File: config.mk
export PLATFORM = sky130hd
export DESIGN_NAME = setup_hold_monitor
export DESIGN_NICKNAME = d
export VERILOG_FILES = /design/src/rtl/setup_hold_monitor.sv
export SDC_FILE = /design/constraint.sdc
export NUM_CORES = 1
export LEC_CHECK = 0
export CELL_PAD_IN_SITES_DETAIL_PLACEMENT = 0
export CELL_PAD_IN_SITES_GLOBAL_PLACEMENT = 1
export CORE_MARGIN = 2
export CORE_UTILIZATION = 25
export DETAILED_ROUTE_END_ITERATION = 10
export HOLD_SLACK_MARGIN = 0.05
export PLACE_DENSITY_LB_ADDON = 0.25
export SYNTH_ARGS = -nofsm -noshare
export SYNTH_HDL_FRONTEND = slang
export SYNTH_SLANG_ARGS = --single-unit
File: constraint.sdc
create_clock -name clk -period 2.5 [get_ports clk]
set_input_delay 0.75 -clock clk [delete_from_list [all_inputs] [get_ports clk]]
set_output_delay 0.75 -clock clk [all_outputs]
set_load 0.02 [all_outputs]
File: src/rtl/setup_hold_monitor.sv
// Setup/hold timing monitor: per-channel data age vs. a qualified strobe edge, with sticky flags.
// Optional hold-window checking is built when SHM_HOLD_CHECK_EN is defined.

module shm_age_lane #(
  parameter int SETUP_LIMIT = 10,
  parameter int AGE_W       = 4
) (
  input  logic             clk,
  input  logic             rst_n,
  input  logic             chg,
  output logic [AGE_W-1:0] age
);
  logic [AGE_W-1:0] age_q, age_d;

  always_comb begin
    age_d = age_q;
    if (chg)                               age_d = '0;
    else if (age_q != AGE_W'(SETUP_LIMIT)) age_d = age_q + AGE_W'(1);
  end

  always_ff @(posedge clk or negedge rst_n)
    if (!rst_n) age_q <= AGE_W'(SETUP_LIMIT);
    else        age_q <= age_d;

  assign age = age_q;
endmodule

module setup_hold_monitor #(
  parameter int CHANNELS    = 4,
  parameter int SETUP_LIMIT = 10,
  parameter int HOLD_LIMIT  = 2,
  parameter int CNT_W       = 8
) (
  input  logic                clk,
  input  logic                rst_n,
  input  logic [CHANNELS-1:0] data,
  input  logic                strobe,
  input  logic                cond,
  input  logic                clear,
  output logic [CHANNELS-1:0] viol_setup,
  output logic [CHANNELS-1:0] viol_hold,
  output logic                viol_pulse,
  output logic [CNT_W-1:0]    viol_count
);
  localparam int AGE_W = $clog2(SETUP_LIMIT + 1);

  if (CHANNELS < 1 || CHANNELS > 32 || SETUP_LIMIT < 1 || SETUP_LIMIT > 255 ||
      HOLD_LIMIT < 1 || HOLD_LIMIT > 255 || CNT_W < 1) begin : g_bad_param
    $error("setup_hold_monitor: parameter out of range");
  end

  logic                init_q;
  logic                strobe_q;
  logic [CHANNELS-1:0] data_q;
  logic [CHANNELS-1:0] change, setup_hit, hold_hit;
  logic                str_edge, qedge, detect;

  // init_q masks the first post-reset cycle, where data_q still holds its reset value
  always_ff @(posedge clk or negedge rst_n)
    if (!rst_n) begin
      init_q   <= 1'b0;
      strobe_q <= 1'b0;
      data_q   <= '0;
    end else begin
      init_q   <= 1'b1;
      strobe_q <= strobe;
      data_q   <= data;
    end

  assign change   = init_q ? (data ^ data_q) : '0;
  assign str_edge = strobe & ~strobe_q;
  assign qedge    = str_edge & cond;

  for (genvar i = 0; i < CHANNELS; i++) begin : g_lane
    logic [AGE_W-1:0] age;
    shm_age_lane #(.SETUP_LIMIT(SETUP_LIMIT), .AGE_W(AGE_W)) u_age (
      .clk(clk), .rst_n(rst_n), .chg(change[i]), .age(age)
    );
    assign setup_hit[i] = qedge & (change[i] | (age < AGE_W'(SETUP_LIMIT)));
  end

`ifdef SHM_HOLD_CHECK_EN
  localparam int HC_W = $clog2(HOLD_LIMIT + 1);
  localparam logic [0:0] S_IDLE = 1'b0;
  localparam logic [0:0] S_HOLD = 1'b1;

  logic [0:0]      state_q, state_d;
  logic [HC_W-1:0] hold_cnt_q, hold_cnt_d;
  logic [CHANNELS-1:0] viol_hold_q, viol_hold_d;

  // A change in the edge cycle itself is a setup matter, so hold is masked on qedge
  always_comb begin
    state_d    = state_q;
    hold_cnt_d = hold_cnt_q;
    hold_hit   = '0;
    if (qedge) begin
      state_d    = S_HOLD;
      hold_cnt_d = HC_W'(HOLD_LIMIT);
    end else if (state_q == S_HOLD) begin
      hold_hit   = change;
      hold_cnt_d = hold_cnt_q - HC_W'(1);
      if (hold_cnt_q == HC_W'(1)) state_d = S_IDLE;
    end
  end

  always_comb viol_hold_d = clear ? '0 : (viol_hold_q | hold_hit);

  always_ff @(posedge clk or negedge rst_n)
    if (!rst_n) begin
      state_q     <= S_IDLE;
      hold_cnt_q  <= '0;
      viol_hold_q <= '0;
    end else begin
      state_q     <= state_d;
      hold_cnt_q  <= hold_cnt_d;
      viol_hold_q <= viol_hold_d;
    end

  assign viol_hold = viol_hold_q;
`else
  assign hold_hit  = '0;
  assign viol_hold = '0;
`endif

  logic [CHANNELS-1:0] viol_setup_q, viol_setup_d;
  logic                viol_pulse_q, viol_pulse_d;
  logic [CNT_W-1:0]    viol_count_q, viol_count_d;

  assign detect = (|setup_hit) | (|hold_hit);

  // clear wins over a simultaneous detect, but the pulse still reports it
  always_comb begin
    viol_pulse_d = detect;
    viol_setup_d = viol_setup_q | setup_hit;
    viol_count_d = viol_count_q;
    if (detect && viol_count_q != {CNT_W{1'b1}}) viol_count_d = viol_count_q + CNT_W'(1);
    if (clear) begin
      viol_setup_d = '0;
      viol_count_d = '0;
    end
  end

  always_ff @(posedge clk or negedge rst_n)
    if (!rst_n) begin
      viol_setup_q <= '0;
      viol_pulse_q <= 1'b0;
      viol_count_q <= '0;
    end else begin
      viol_setup_q <= viol_setup_d;
      viol_pulse_q <= viol_pulse_d;
      viol_count_q <= viol_count_d;
    end

  assign viol_setup = viol_setup_q;
  assign viol_pulse = viol_pulse_q;
  assign viol_count = viol_count_q;
endmodule

---- Word-level counts from Yosys, hierarchy flattened ----
Index checks and enable logic that the tools add are counted.
storage, ports and cells
  register bits ........................... 35
  latch bits .............................. 0
  RAM bits ................................ 0
  bits in read-only memories .............. 0
  input bits .............................. 9
  output and inout port bits .............. 17
  word-level logic and storage cells ...... 56
  memories ................................ 0
operators by class
  add/subtract/negate cells ............... 5
  $mul .................................... 0
  div/mod/pow operators ................... 0
  order comparisons ....................... 4
  eq/ne operators ......................... 5
  shift operators ......................... 0
  mux-type cells .......................... 12
  bitwise logic cells ..................... 13
  reductions and logical operators ........ 7
operators with widths
  operator               count
  $mux W4                10
  $add A4 B1 Y4 const B  4
  $lt A4 B4 Y1 const B   4
  $mux W8                2
  $ne A4 B4 Y1 const B   4
  $reduce_bool A2 Y1     5
  $add A8 B1 Y8 const B  1
  $ne A8 B8 Y1 const B   1
  $and A1 B1 Y1          6
  $or A1 B1 Y1           4
  $or A4 B4 Y4           1
  $reduce_or A4 Y1       1
  $xor A4 B4 Y4          1
  $logic_and A1 B1 Y1    1
  $not A1 Y1             1

---- Logic depth before layout (Yosys ltp) ----
Gate-level depths: netlist (run 1).
  word-level depth ........................ 8
  gate-level depth with buffers ........... 7
  depth with buffers taken out ............ 6

---- By module ----
From an unflattened synthesis (run 1), not the netlist that was laid out.
second synthesis, totals
  cells, all modules ...................... 178
  area, all modules ....................... 1,870.5 sq um
by module, submodules not included
  module              times used  cells each  area an instance (sq um)  seq. area each (sq um)
  setup_hold_monitor  1           98          984.7                     475.5
  shm_age_lane        4           20          221.5                     102.6

---- Worst setup path after synthesis (run 1) ----
OpenSTA, ideal clock, no wires.
  kind .................................... input to register
  start ................................... in data[3]
  end ..................................... reg viol_count_q[6] (netlist: viol_count[6])
  setup time .............................. 0.104 ns
  arrival time ............................ 2.052 ns
  data required time ...................... 2.396 ns
  path slack .............................. 0.344 ns
  stages on the path ...................... 6
  path buffers ............................ 1
  cells stage by stage .................... xor2_1 -> a21oi_1 -> and4_1 -> clkbuf_2 -> or4_1 -> a221oi_1
between the ends
  longest elaborated chain between the ends .. 7
RTL lines
  what                                 RTL line  RTL
  start: declaration                   36        input logic [CHANNELS-1:0] data,
  $xor A4 B4 Y4                        70        assign change = init_q ? (data ^ data_q) : '0;
  $mux W4                              70
  $or A1 B1 Y1                         79        assign setup_hit[i] = qedge & (change[i] | (age < AGE_W'(SETUP_LIMIT)));
  $and A1 B1 Y1                        79
  $reduce_or A4 Y1                     129       assign detect = (|setup_hit) | (|hold_hit);
  $logic_and A1 B1 Y1                  136       if (detect && viol_count_q != {CNT_W{1'b1}}) viol_count_d = viol_count_q + CNT_W'(1);
  $reduce_bool A2 Y1 (no source line)  n/a
  end signal: assignment               151       viol_count_q <= viol_count_d;
  end: declaration                     127       logic [CNT_W-1:0] viol_count_q, viol_count_d;
No other way between the ends.
A chain may end at the register's enable or synchronous reset.

---- Final worst setup path (run 1) ----
  start ................................... in data[0]
  end ..................................... reg viol_count_q[6] (netlist: viol_count[6])
The elaborated chain is that of the path after synthesis.

==> results of run 1 <==
-- final cells by class --
type / instances / area share [%]
Timing Repair Buffer: 32 / 13.1
Multi-Input combinational cell: 134 / 37.3
Tap cell: 96 / 5.37
Clock buffer: 7 / 3.41
Sequential cell: 35 / 39.6
Clock inverter: 1 / 0.224
Inverter: 6 / 1.01
-- cells in the final DEF (no fill, tap or decap), types with 2 or more instances in the layout --
cell type and instances:
a211oi_1 5, a21oi_1 13, and2_1 4, buf_4 11, clkbuf_1 2, clkbuf_8 5
clkdlybuf4s50_1 21, conb_1 5, dfrtp_1 27, dfstp_2 8, ha_1 9, inv_1 6
mux2_1 2, nand2_1 5, nand2b_1 3, nand3_1 7, nand3b_1 5, nand4_1 4
nor2_1 33, nor2b_1 2, nor3_1 2, o21ai_0 5, o21ai_1 2, o31ai_1 2
or2_1 3, or3_1 3, or4_1 2, xnor2_1 4, xor2_1 7
-- critical path: cells and delay by family --
family | cells | cell delay (ns)
AOI/OAI and AO/OA | 2 | 0.40
xor gates and xnor gates | 1 | 0.20
buffers and inverters | 1 | 0.49
and+or+nand+nor | 2 | 0.71
-- sequential cells by signal, summed over array words and instances (netlist names) --
signal            flops
viol_pulse            1
viol_setup            4
viol_count            8
g_lane.u_age.age     16
init_q                1
data_q                4
strobe_q              1
-- per-layer routing --
layer  GRT usage [%]  wire, µm  vias up
met3            2.83       110        7
met4            4.62        77        0
met5               0         0        -
li1                -         -      668
met2            15.9      1550       21
met1            13.4      1810      631
-- where the power goes --
| group | internal, W | total [W] | switching [W] |
|---|---|---|---|
| sequential | 0.000747 | 0.000894 | 0.000147 |
| combinational | 0.000213 | 0.000406 | 0.000193 |
| clock | 0.000196 | 0.000406 | 0.000211 |
-- cell families after synthesis --
group	share of synthesized area (%)
simple gates	22.0
compound gates	9.16
fa+ha+maj	6.39
buf+inv	3.91
other cells	0.426
mux	1.85
flops	50.3
xor+xnor	5.97
-- stage by stage --
step / total power [W] / TNS, ns
2_1_floorplan: 0.00118 / 0
3_3_place_gp: 0.00131 / -0.902
3_5_place_dp: 0.00131 / -1.06
4_1_cts: 0.00173 / 0
5_1_grt: 0.00184 / 0
6_report: 0.00171 / 0
-- how the worst max path moves through the flow --
| stage | from | end | slack, ns | cells after the start |
|---|---|---|---|---|
| 2_1_floorplan | data[3] | viol_count[6] | 0.34 | 6 |
| 3_3_place_gp | data[3] | viol_count[4] | -0.24 | 7 |
| 3_5_place_dp | data[3] | viol_count[6] | -0.27 | 6 |
| 4_1_cts | data[3] | viol_count[6] | 0.04 | 6 |
| 5_1_grt | data[1] | viol_count[6] | 0.01 | 6 |
| 6_report | data[0] | viol_count[6] | 0.12 | 6 |
==> run_results.csv, run 1 <==
group,metric,value,unit
cells_and_area,final_cells,311,
synth,synthTopCellsByCount,"nor2_1, dfrtp_1, a21oi_1, ha_1",
sta,rsz0062_at_grt,"false",
placed_design,placed_area,0.00214,mm²
synth,ys_ff_latch,35,
clock_tree,holdBufCountCts,0,
sta,setup_slack,0.122,ns
drt,wl_per_cell,11.4,µm
cells_and_area,post-route-util,32.9,%
worst_setup_path,regToRegSetupSlack,0.68,ns
cells_and_area,seqCellArea,886,µm²
power_and_ir_drop,pwr_density_cell,763,mW/mm²
worst_hold_path,hp-class,"reg -> reg",
clock_tree,path_clk_slew,0.08,ns
die,rows,30,
synth,ys_types,33,
synth,synth_most_common_cell,"nor2_1",
drt,antenna_left,0,
sta,drv_slew,0,
clock_tree,cts_buffer_depth,2,
worst_hold_path,min_from,"viol_setup[0]",
worst_setup_path,slowest_delay,0.49,ns
drt,wl,3550,µm
clock_tree,tritoncts,"yes",
clock_tree,clock_sinks,35,
clock_tree,h-tree-depth,2,
placed_design,post-place-ws,-0.266,ns
die,core,0.00679,mm²
power_and_ir_drop,p_leak,0.942,nW
synth,synth-edff-count,0,
worst_setup_path,endpoint_kind,"flip-flop",
global_route,track_usage,10.3,%
sta,worstMarginPinSlew,0.601,ns
global_route,grt_pass1_vias,1294,
outcome,outcome,"finished, final reports clean",
worst_setup_path,r2r_start,"viol_count[0]",
drt,drt_iter0_markers,60,
die,start_util,25.9,%
die,die_area,0.00773,mm²
power_and_ir_drop,ir_drop,0.000268,V
die,die_w,87.9,µm
sta,setup_violations,0,
cells_and_area,diodes,0,
worst_setup_path,crit_chain,"clkdlybuf4s50_1, xor2_1, a21oi_1, and4_4, or4_1, a221oi_1",
worst_hold_path,holdPathEnd,"viol_setup[0]",
cells_and_area,drive_gt1_share,13.0,%
sta,fin_skew,0.00748,ns
clock_tree,cts_resized,0,
sta,holdWs,0.515,ns
clock_tree,cts_setup_buffers,0,
sta,fmax,421,MHz
die,design.portCount,26,
worst_setup_path,cp_max_fo,5,
drt,via_per_inst,4.27,
synth,synth_area_leaders,"dfrtp_1, dfstp_2, nor2_1",
sta,post-route-period-util,95.1,%
global_route,grt_first_pass_wirelength,6130,µm
sta,layout_min_cycle_time,2.38,ns
worst_setup_path,cp.arrival,2.57,ns
global_route,antenna_found_initial,0,
cells_and_area,fin_area,0.00224,mm²
clock_tree,cts-buffers-inserted,5,
synth,ys_seq_area_share,50.3,%
sta,relSlewSlack,59.6,%
placed_design,dpl.cell_count,303,
worst_setup_path,required,2.69,ns
global_route,grt_max_degree,36,
synth,synth_flop_cell,"dfrtp_1",
worst_setup_path,worstSetupPathType,"in -> reg",
drt,vias,1327,
cells_and_area,nFillCells,710,
synth,ys_async_sr_fraction,100,%
synth,yosys.area.top_type,"dfrtp_1",
worst_setup_path,reg2regPathDepth,5,
synth,ys_warn_count,0,
die,die_y,87.9,µm
synth,syn_inst,180,
sta,finalHoldViolations,0,
worst_setup_path,start_kind,"primary input",
cells_and_area,final_nets,232,
synth,synth_top_area_share,38.4,%
cells_and_area,area_delta_synth_final,26.9,%
worst_hold_path,whs_path_depth,2,
clock_tree,clock_latency,0.29,ns
placed_design,gp_congestion,0.798,
drt,drt_pre_antenna_iters,4,
synth,syn_area,0.00176,mm²
synth,syn_area_per_cell,9.79,µm²
placed_design,port-buffer-count,21,
run,max_cap_viol_count,0,
worst_setup_path,crit_slowest_cell,"clkdlybuf4s50_1",
drt,drc,0,
clock_tree,root_buffer,"clkbuf_8",
cells_and_area,multi_input_area,833,µm²
worst_setup_path,r2r-end,"viol_count[3]",
placed_design,hpwl,2510,µm
global_route,overflow,0,
No activity file was read; power rests on OpenSTA's default activity.
==> inputs of run 2 (changes only) <==
--- a/config.mk
+++ b/config.mk
@@ -11,7 +11,7 @@
 export CORE_UTILIZATION = 25
 export DETAILED_ROUTE_END_ITERATION = 10
 export HOLD_SLACK_MARGIN = 0.05
-export PLACE_DENSITY_LB_ADDON = 0.25
+export PLACE_DENSITY_LB_ADDON = 0.1
 export SYNTH_ARGS = -nofsm -noshare
 export SYNTH_HDL_FRONTEND = slang
 export SYNTH_SLANG_ARGS = --single-unit
==> run 2 against run 1 <==
  * Setup slack better by 0.014 ns
  * Sequential share of layout area grew 0.47 points
  * Cell count down 1.6%
  * Count of clock-buffer cells in the layout unchanged
  * Largest cell class unchanged
  * Largest power group unchanged
==> run_results.csv, run 2 (synthesis results as in run 1) <==
group,metric,value,unit
power_and_ir_drop,pwr_density_cell,781,mW/mm²
drt,vias,1337,
worst_setup_path,r2r_start,"viol_count[0]",
sta,fmax,423,MHz
worst_setup_path,endpoint_kind,"flip-flop",
worst_hold_path,min_from,"viol_setup[3]",
sta,worstMarginPinSlew,0.596,ns
sta,setup_violations,0,
worst_setup_path,worstSetupPathType,"in -> reg",
global_route,grt_max_degree,36,
drt,wl_per_cell,12.2,µm
die,die_area,0.00773,mm²
worst_setup_path,required,2.69,ns
cells_and_area,final_cell_mix,"nor2_1, dfrtp_1, clkdlybuf4s50_1, a21oi_1, ha_1",
global_route,antenna_found_initial,0,
sta,drv_slew,0,
clock_tree,clock_sinks,35,
clock_tree,clock_latency,0.29,ns
clock_tree,h-tree-depth,2,
power_and_ir_drop,ir_drop,0.000295,V
cells_and_area,drive_gt1_share,11.4,%
placed_design,port-buffer-count,21,
drt,via_per_inst,4.37,
drt,wl,3730,µm
worst_hold_path,whs_path_depth,2,
placed_design,gp_congestion,0.762,
worst_setup_path,r2r-end,"viol_count[3]",
sta,post-route-period-util,94.6,%
clock_tree,tritoncts,"yes",
sta,fin_skew,0.0160,ns
clock_tree,path_clk_slew,0.07,ns
worst_hold_path,holdPathEnd,"viol_setup[3]",
global_route,grt_pass1_vias,1354,
placed_design,dpl.cell_count,298,
die,rows,30,
drt,drt_pre_antenna_iters,4,
global_route,track_usage,10.7,%
drt,antenna_left,0,
cells_and_area,final_cells,306,
clock_tree,cts_buffer_depth,2,
global_route,grt_first_pass_wirelength,6350,µm
global_route,overflow,0,
sta,relSlewSlack,59.9,%
die,core,0.00679,mm²
placed_design,hpwl,2720,µm
worst_setup_path,cp_max_fo,4,
cells_and_area,area_delta_synth_final,25.4,%
cells_and_area,diodes,0,
worst_setup_path,start_kind,"primary input",
die,die_y,87.9,µm
clock_tree,holdBufCountCts,0,
drt,drc,0,
die,design.portCount,26,
drt,drt_iter0_markers,53,
cells_and_area,layout_commonest_cell,"nor2_1",
worst_setup_path,regToRegSetupSlack,0.68,ns
worst_setup_path,cp.arrival,2.55,ns
sta,finalHoldViolations,0,
worst_setup_path,reg2regPathDepth,5,
die,start_util,25.9,%
sta,layout_min_cycle_time,2.36,ns
power_and_ir_drop,p_leak,0.915,nW
outcome,outcome,"finished, final reports clean",
run,max_cap_viol_count,0,
cells_and_area,largest_reg_flops,16,
cells_and_area,final_nets,227,
clock_tree,cts-buffers-inserted,5,
clock_tree,root_buffer,"clkbuf_8",
worst_hold_path,hp-class,"reg -> reg",
sta,rsz0062_at_grt,"false",
die,die_w,87.9,µm
power_and_ir_drop,fin_total_pwr,0.00173,W
-- run 2: cell count changes in the layout (fill, tap and decap cells not counted) --
| cell | previous run | this run |
|---|---|---|
| a221oi_1 | 1 | 0 |
| a221oi_2 | 0 | 1 |
| buf_4 | 11 | 6 |
| clkbuf_1 | 2 | 1 |
| clkbuf_8 | 5 | 6 |
| nor3_1 | 2 | 3 |
| nor3_2 | 1 | 0 |
-- run 2: worst max path at each step --
stage,start,cells after the start,end,slack (ns)
2_1_floorplan,data[3],6,viol_count[6],0.34
3_3_place_gp,data[3],6,viol_count[6],-0.18
6_report,data[3],6,viol_count[6],0.14
3_5_place_dp,data[0],6,viol_count[6],-0.24
4_1_cts,data[0],6,viol_count[6],0.06
5_1_grt,data[0],6,viol_count[6],0.05
-- run 2: report_power, final --
part           switching (W)  total [W]  leakage, nW  internal (W)
Sequential          0.000153   0.000901        0.433      0.000747
Combinational       0.000195   0.000398        0.435      0.000203
Clock               0.000205   0.000428       0.0482      0.000223
Total               0.000554    0.00173        0.915       0.00117
-- run 2: layout make-up --
cell class | instances | area, µm²
clock inverter | 1 | 5.00
tap | 96 | 120
inverter | 6 | 22.5
fill | 699 | 4580
timing repair buffer | 27 | 255
sequential | 35 | 886
clock buffer | 7 | 86.3
multi-input combinational | 134 | 835
-- run 2: metal layers --
metal,GRT usage (%),vias up,routed length [µm]
li1,-,662,-
met1,12.9,651,1710
met2,18.8,22,1860
met3,2.83,2,142
met4,3.36,0,24
met5,0,-,0
-- run 2: metrics by stage --
| stage | hold WS (ns) | util [%] | TNS, ns | setup WS, ns | cell area [µm²] |
|---|---|---|---|---|---|
| global route | 0.548 | 32.5 | 0 | 0.0458 | 2210 |
| floorplan | 0.454 | - | 0 | 0.344 | 1770 |
| global placement | 0.512 | 30.9 | -0.660 | -0.183 | 2100 |
| detailed placement | 0.523 | 30.9 | -0.808 | -0.239 | 2100 |
| finish | 0.522 | 32.5 | 0 | 0.136 | 2210 |
| CTS | 0.540 | 32.3 | 0 | 0.0580 | 2190 |
-- run 2: timing repair --
action,in CTS,in global routing
endpoints found under the setup margin,0,1
gates resized for setup,0,4
buffers inserted,0,0
-- run 2: critical path, stage by stage --
cell and delay (ns):
clkdlybuf4s50_1 0.52, xor2_2 0.15, a21oi_1 0.11, and4_4 0.23, or4_1 0.52, a221oi_2 0.28
==> inputs of run 3 (changes only) <==
--- a/config.mk
+++ b/config.mk
@@ -7,11 +7,12 @@
 export LEC_CHECK = 0
 export CELL_PAD_IN_SITES_DETAIL_PLACEMENT = 0
 export CELL_PAD_IN_SITES_GLOBAL_PLACEMENT = 1
-export CORE_MARGIN = 2
+export CORE_MARGIN = 8
 export CORE_UTILIZATION = 25
 export DETAILED_ROUTE_END_ITERATION = 10
 export HOLD_SLACK_MARGIN = 0.05
 export PLACE_DENSITY_LB_ADDON = 0.1
+export SETUP_SLACK_MARGIN = 0.4
 export SYNTH_ARGS = -nofsm -noshare
 export SYNTH_HDL_FRONTEND = slang
 export SYNTH_SLANG_ARGS = --single-unit
==> run 3 against run 2 <==
  * Total power up 9.2%
  * Worst hold slack worse by 0.014 ns
  * Sequential share of layout area down 2.1 points
  * Combinational power up 12%
  * Die area up 29%
  * Highest routed layer unchanged
==> run_results.csv, run 3 (synthesis results as in run 1) <==
group,metric,value,unit
outcome,outcome,"finished, final reports clean",
global_route,overflow,0,
clock_tree,path_clk_slew,0.08,ns
worst_setup_path,endpoint_kind,"flip-flop",
drt,wl,4120,µm
cells_and_area,diodes,0,
sta,setup_violations,0,
placed_design,port-buffer-count,21,
drt,drt_pre_antenna_iters,4,
cells_and_area,layout_commonest_cell,"nor2_1",
cells_and_area,final_nets,235,
global_route,grt_max_degree,36,
sta,post-route-period-util,81.5,%
placed_design,placed_area,0.00212,mm²
worst_setup_path,cp.arrival,2.24,ns
clock_tree,clock_latency,0.29,ns
sta,fin_skew,0.00967,ns
die,start_util,25.9,%
clock_tree,cts_buffer_depth,2,
cells_and_area,largest_reg_flops,16,
clock_tree,root_buffer,"clkbuf_8",
drt,antenna_left,0,
sta,finalHoldViolations,0,
run,max_cap_viol_count,0,
sta,worstMarginPinSlew,0.569,ns
die,die_w,99.9,µm
die,die_area,0.00999,mm²
global_route,antenna_found_initial,0,
placed_design,hpwl,2890,µm
cells_and_area,drive_gt1_share,18.3,%
power_and_ir_drop,p_leak,1.06,nW
drt,wl_per_cell,13.1,µm
worst_hold_path,hp-class,"reg -> reg",
placed_design,dpl.cell_count,299,
cells_and_area,final_cells,314,
global_route,track_usage,8.65,%
clock_tree,clock_sinks,35,
die,design.portCount,26,
sta,rsz0062_at_grt,"true",
drt,vias,1365,
sta,tns,0,ns
clock_tree,cts-buffers-inserted,5,
placed_design,gp_congestion,0.783,
global_route,grt_pass1_vias,1417,
sta,relSlewSlack,61.8,%
drt,via_per_inst,4.35,
sta,layout_min_cycle_time,2.04,ns
die,rows,30,
power_and_ir_drop,pwr_density_cell,809,mW/mm²
worst_setup_path,cp_max_fo,6,
cells_and_area,final_cell_mix,"nor2_1, dfrtp_1, buf_4, a21oi_1, ha_1",
cells_and_area,area_delta_synth_final,32.2,%
sta,drv_slew,0,
sta,fmax,491,MHz
clock_tree,h-tree-depth,2,
power_and_ir_drop,ir_drop,0.000364,V
die,core,0.00679,mm²
drt,drc,0,
drt,drt_iter0_markers,38,
die,die_y,99.9,µm
clock_tree,tritoncts,"yes",
worst_setup_path,worstSetupPathType,"in -> reg",
worst_setup_path,start_kind,"primary input",
cells_and_area,fin_area,0.00233,mm²
global_route,grt_first_pass_wirelength,6900,µm
worst_setup_path,required,2.70,ns
run 3: critical path, stage by stage:
cell and delay, ns:
dlygate4sd2_1 0.26, xor2_2 0.18, a21oi_2 0.08, and4_4 0.23, or4_4 0.48, a221oi_2 0.27
run 3: what timing repair did:
item | CTS | global route
setup buffers | 6 | 1
setup endpoints to repair | 13 | 6
hold buffers | 0 | 0
gates resized for setup | 15 | 9
pin swaps | 9 | 7
run 3: cell type report:
| type | count | area, µm² |
|---|---|---|
| inverters | 6 | 22.5 |
| clock buffers | 6 | 82.6 |
| repair buffers | 35 | 315 |
| flip-flops and latches | 35 | 886 |
| multi-input cells | 134 | 868 |
| clock inverters | 2 | 35.0 |
| fillers | 686 | 4460 |
| well taps | 96 | 120 |
run 3: path summary, 6_finish.rpt:
path	cells past startpoint	slack, ns	endpoint	from
worst max-delay path	6	0.46	viol_count[6]	data[0]
worst min-delay path	2	0.51	viol_setup[2]	viol_setup[2]
worst max register to register	5	0.68	viol_count[3]	viol_count[0]
worst min register to register	2	0.51	viol_setup[2]	viol_setup[2]
max in group asynchronous	2	1.24	g_lane[1].u_age.age[1]	rst_n
min in group asynchronous	2	0.87	g_lane[3].u_age.age[2]	rst_n
run 3: per-stage QoR:
stage / utilization [%] / hold slack (ns) / total power [W] / worst slack [ns]
finish: 34.3 / 0.508 / 0.00189 / 0.463
global route: 34.3 / 0.550 / 0.00203 / 0.383
CTS: 33.6 / 0.513 / 0.00191 / 0.358
detailed placement: 31.1 / 0.495 / 0.00132 / -0.201
global placement: 31.1 / 0.494 / 0.00129 / -0.194
floorplan: - / 0.454 / 0.00118 / 0.407
run 3: routing by layer:
metal  vias to the layer above  global-route usage, %  routed length (µm)
met5                         -                      0                   0
met4                         0                   3.14                  38
met3                         4                   3.11                 226
met2                        25                   14.0                1940
met1                       660                   10.2                1920
li1                        676                      -                   -
run 3: power by group:
group,switching (W),internal [W]
sequential,0.000153,0.000747
combinational,0.000212,0.000233
clock,0.000217,0.000323
